==> src/rtl/alarm_clock_pkg.sv <==
// Shared definitions for the alarm clock slice: field select codes, field
// widths and wrap limits, plus the wrap-around field step helper.
package alarm_clock_pkg;

   typedef enum logic [1:0] {
      SELECT_NONE = 2'd0,
      SELECT_SEC  = 2'd1,
      SELECT_MIN  = 2'd2,
      SELECT_HOUR = 2'd3
   } select_e;

   localparam int SEC_W  = 6;
   localparam int MIN_W  = 6;
   localparam int HOUR_W = 5;

   localparam int SEC_MAX  = 59;
   localparam int MIN_MAX  = 59;
   localparam int HOUR_MAX = 23;

   // Step a time field by one, wrapping to zero past max_val.
   function automatic logic [5:0] step_field(input logic [5:0] v, input int max_val);
      return (v == 6'(max_val)) ? 6'd0 : v + 6'd1;
   endfunction

endpackage

==> src/rtl/alarm_clock_unit_timekeeper.sv <==
// Seconds prescaler feeding a 24-hour HH:MM:SS counter; time_clr holds both
// the prescaler and the time at zero.
module timekeeper
   import alarm_clock_pkg::*;
#(
   parameter int TICKS_PER_SEC = 50_000_000
) (
   input  logic              clk,
   input  logic              reset,
   input  logic              time_clr,
   output logic [SEC_W-1:0]  sec,
   output logic [MIN_W-1:0]  min,
   output logic [HOUR_W-1:0] hour
);

   localparam int PW = (TICKS_PER_SEC > 1) ? $clog2(TICKS_PER_SEC) : 1;

   logic [PW-1:0] presc;
   logic          tick;

   // With TICKS_PER_SEC == 1 the prescaler sits at 0 and ticks every cycle.
   assign tick = (presc == PW'(TICKS_PER_SEC - 1));

   // NOTE: state registers use non-blocking assignments so every flop samples
   // the pre-edge values of its neighbours, independent of statement order.
   always_ff @(posedge clk or negedge reset) begin
      if (!reset) begin
         presc <= '0;
         sec   <= '0;
         min   <= '0;
         hour  <= '0;
      end else if (time_clr) begin
         presc <= '0;
         sec   <= '0;
         min   <= '0;
         hour  <= '0;
      end else if (tick) begin
         presc <= '0;
         sec   <= SEC_W'(step_field(6'(sec), SEC_MAX));
         if (sec == SEC_W'(SEC_MAX)) begin
            min <= MIN_W'(step_field(6'(min), MIN_MAX));
            if (min == MIN_W'(MIN_MAX))
               hour <= HOUR_W'(step_field(6'(hour), HOUR_MAX));
         end
      end else begin
         presc <= presc + PW'(1);
      end
   end

endmodule

==> src/rtl/alarm_clock_unit.sv <==
// Time-of-day counter with an editable alarm time; alarm_out is a registered
// match of the enabled alarm against the current time.
module alarm_clock_unit
   import alarm_clock_pkg::*;
#(
   parameter int TICKS_PER_SEC = 50_000_000
) (
   input  logic              clk,
   input  logic              reset,
   input  logic              time_clr,
   input  logic              enable,
   input  logic [1:0]        select,
   input  logic              increment,
   output logic [SEC_W-1:0]  sec,
   output logic [MIN_W-1:0]  min,
   output logic [HOUR_W-1:0] hour,
   output logic [SEC_W-1:0]  alarm_sec,
   output logic [MIN_W-1:0]  alarm_min,
   output logic [HOUR_W-1:0] alarm_hour,
   output logic              alarm_out
);

   logic inc_q;
   logic step;

   timekeeper #(.TICKS_PER_SEC(TICKS_PER_SEC)) u_timekeeper (
      .clk      (clk),
      .reset    (reset),
      .time_clr (time_clr),
      .sec      (sec),
      .min      (min),
      .hour     (hour)
   );

   // One step per increment pulse, however long it is held.
   assign step = increment & ~inc_q;

   // NOTE: every register here, alarm fields included, returns to zero on the
   // asynchronous reset so the block comes up with a known alarm time.
   always_ff @(posedge clk or negedge reset) begin
      if (!reset) begin
         inc_q      <= 1'b0;
         alarm_sec  <= '0;
         alarm_min  <= '0;
         alarm_hour <= '0;
         alarm_out  <= 1'b0;
      end else begin
         inc_q     <= increment;
         alarm_out <= enable && (sec == alarm_sec) && (min == alarm_min) && (hour == alarm_hour);
         if (step) begin
            unique case (select_e'(select))
               SELECT_SEC:  alarm_sec  <= SEC_W'(step_field(6'(alarm_sec), SEC_MAX));
               SELECT_MIN:  alarm_min  <= MIN_W'(step_field(6'(alarm_min), MIN_MAX));
               SELECT_HOUR: alarm_hour <= HOUR_W'(step_field(6'(alarm_hour), HOUR_MAX));
               SELECT_NONE: ;
            endcase
         end
      end
   end

endmodule

==> config.mk <==
export PLATFORM = sky130hd
export DESIGN_NAME = alarm_clock_unit
export DESIGN_NICKNAME = d
export VERILOG_FILES = /design/src/rtl/alarm_clock_pkg.sv /design/src/rtl/alarm_clock_unit_timekeeper.sv /design/src/rtl/alarm_clock_unit.sv
export SDC_FILE = /design/constraint.sdc
export NUM_CORES = 1
export LEC_CHECK = 0
export BUFFER_PORTS_ARGS = -buffer_cell sky130_fd_sc_hd__buf_2
export CORE_UTILIZATION = 35
export CTS_BUF_LIST = sky130_fd_sc_hd__clkbuf_4
export DETAILED_ROUTE_END_ITERATION = 12
export GPL_TIMING_DRIVEN = 0
export SYNTH_ARGS = -nofsm -noshare
export SYNTH_HDL_FRONTEND = slang
export SYNTH_SLANG_ARGS = --single-unit
export TNS_END_PERCENT = 1
==> constraint.sdc <==
create_clock -name clk -period 2.4 [get_ports clk]
set_input_delay 0.48 -clock clk [delete_from_list [all_inputs] [get_ports clk]]
set_output_delay 0.48 -clock clk [all_outputs]
set_load 0.01 [all_outputs]
==> flow_summary.toml <==
[yosys]
ys.warnings.count = 0
synth_enable_flop_cells = 0
synth_top_area_share_pct = 46.34
synth_top_cells_by_count = "dfrtp_1, nor2_1, nand2_1"
netlist_area_um2 = 3348
synthMostInstantiatedCell = "dfrtp_1"
seq_area_frac_synth_pct = 46.34
syn_avg_cell_area_um2 = 9.566
ys_async_sr_fraction_pct = 100.0
synth_ff_type = "dfrtp_1"
synth_cells = 350
yosys.cell_types.count = 49
post_synthesis_cell_type_with_the_largest_combined_area = "dfrtp_1"
register_bit_count_reported_by_yosys = 62
yosys-top-cells-area = "dfrtp_1, xor2_1, xnor2_1, nor2_1, nand4_1"
synthesis.nets = 364

[global_routing]
overflow = 0
antenna_found_initial = 0
grt_pass1_vias = 2569
global_route_wire_length_before_repair_mm = 12.35
grt_max_degree = 63
track_usage_pct = 15.87

[setup_path]
endpoint = "u_timekeeper.presc[11]"
worstPathRequired_ns = 2.68
reg2regPathDepth = 8
critPathMaxFanout = 10
startpoint = "u_timekeeper.presc[0]"
worst_path_largest_cell_delay_ns = 0.40
cp-end-kind = "flop"
timing.rr.end = "u_timekeeper.presc[11]"
critical_path.cell_chain = "ha_1 -> nand4_4 -> nor4_4 -> nand2_2 -> or2b_1 -> clkbuf_1 -> buf_2 -> nor2_1"
worstSetupPathType = "reg2reg"
slowest_stage = "dfrtp_1"
arrival_ns = 2.45
timing.rr.start = "u_timekeeper.presc[0]"
reg2reg_slack_ns = 0.23
worst_setup_path_start_kind = "flop"

[final_layout]
num_antenna_cells = 0
syn_to_final_growth_pct = 15.06
area_taken_by_multi_input_logic_gates_um2 = 1704
nets = 416
post_route_cells_drive_above_1_share_pct = 18.43
fillCellCount = 924
seqCellArea_um2 = 1551
layoutNonFillerInstCount = 536

[drt]
drt_iter0_drc = 175
route.detailed.wl_per_inst_um = 13.71
drt_total_wl_mm = 7.351
dr_wl_met2_mm = 3.185
wl_met3_um = 227
route.layer.met1.wl_mm = 3.785
top_layer = "met4"
antenna_violating_nets_remaining = 0
routed_via_density = 5.119
via_count = 2744
drc_errors = 0
detail_route.first_pass.iterations = 4

[power]
leakage_nw = 1.729
vdd_ir_drop_max_mv = 0.3134
power.total_w = 0.002439
power.density_cell_area_nw_per_um2 = 633.0

[status]
status = "completed"

[placement]
dp_hpwl_mm = 5.198
gp_congestion = 0.8069
place.port_buffers = 41
numPlacedInstances = 520

[worst_hold_path]
hp-class = "in2async"

[clock_network]
post_cts_resize_count = 0
tritoncts.num_buffers = 9
htreeDepth = 3
clk_pin_slew_ns = 0.12
max-clock-path-buffers = 2
cts_tree = "built"
worst_skew_pair.late_latency_ns = 0.41
clock_tree.root_cell = "clkbuf_4"
post_cts_setup_buffer_count = 0
post_cts_hold_buffer_count = 0
tritoncts_sinks = 62

[timing]
final_min_period_over_clock_period_pct = 90.30
fin_worst_skew_ns = 0.02603
hold_slack_ns = 0.1155
worst_slew_pin_slew_ns = 0.8106
fmaxAchievable_mhz = 461.4
timing.slew.headroom_pct = 45.96
setup_viols_final = 0
min_period_ns = 2.167
grt_setup_unrepaired = "false"
final-max-slew-violation-count = 0
finalHoldViolCount = 0
fin_setup_tns_ns = 0

[die]
io_count = 42
core_area_um2 = 9240
floorplan_die_width_um = 99.81
die_h_um = 99.81
start_util_pct = 36.24
fp.dieArea_um2 = 9961
num_rows = 35

[run]
drv_cap = 0
==> report_power, final <==
group	switching (W)	internal [W]	total, W	leakage, nW
Combinational	0.000278	0.000214	0.000491	0.810
Clock	0.000378	0.000318	0.000695	0.0750
Sequential	0.000118	0.00113	0.00125	0.844
Total	0.000773	0.00167	0.00244	1.73
==> cell families after synthesis <==
| group | Yosys count | share of synthesized area [%] |
|---|---|---|
| AOI/OAI and AO/OA | 48 | 8.371 |
| xor gates and xnor gates | 42 | 10.99 |
| adders and majority gates | 7 | 2.616 |
| buffers and inverters | 25 | 2.990 |
| DFF | 62 | 46.34 |
| muxes | 8 | 2.541 |
| and+or+nand+nor | 158 | 26.16 |
==> layout by cell type, fill, tap and decap left out, drive strengths merged, types with 2 or more instances in the layout <==
cell type / count
and3: 8
mux2i: 4
nor4: 4
a21oi: 14
and4: 3
xor2: 23
nor2b: 5
ha: 7
nor2: 40
nor3: 2
nand3: 20
nand2: 26
o31ai: 3
clkbuf: 21
a31oi: 2
buf: 45
xnor2: 19
mux2: 4
dfrtp: 62
or2: 3
nor4b: 3
o21ai: 20
or4: 5
inv: 10
clkinv: 5
and2: 3
or3: 6
nand4: 24
==> critical path, delay by kind of cell, from the launching register on <==
family                   cells  cell delay (ns)
AND/OR/NAND/NOR              5             0.86
flip-flops                   1             0.40
adder cells (fa/ha/maj)      1             0.27
buffers and inverters        2             0.51
==> final cells by class <==
class	count	share of cell area [%]
repair buffers	41	5.391
clock inverters	6	1.364
clock buffers	10	1.949
inverters	10	0.9743
plain buffers	15	1.624
flip-flops and latches	62	40.27
multi-input cells	263	44.24
well taps	129	4.190
==> sequential cells by signal (all words and copies together) (netlist names) <==
name and count:
alarm_hour 5, alarm_min 6, alarm_out 1, alarm_sec 6, inc_q 1, u_timekeeper.hour 5, u_timekeeper.min 6, u_timekeeper.presc 26
u_timekeeper.sec 6
==> metrics by stage <==
stage	utilization, %	setup slack, ns	cell area (um2)
6_report	41.69	0.2328	3852
3_3_place_gp	40.20	0.08644	3715
2_1_floorplan	-	0.4524	3348
5_1_grt	41.69	0.04858	3852
4_1_cts	41.61	0.03769	3845
3_5_place_dp	40.23	0.05948	3717
==> layer usage <==
metal / track usage, % / vias to the layer above
li1: - / 1349
met1: 23.35 / 1321
met2: 22.44 / 59
met3: 2.577 / 15
met4: 8.032 / 0
met5: 0 / -
==> worst min-delay path by stage <==
stage,depth (start not counted),slack [ns],end
after floorplan,0,0.18,alarm_hour[0]
after global placement,1,0.48,u_timekeeper.presc[0]
after detailed placement,1,0.49,u_timekeeper.presc[0]
after CTS,1,0.17,alarm_sec[4]
after global routing,1,0.19,inc_q
final,1,0.12,alarm_sec[2]
Note: power is estimated with default switching activity, not from simulation.
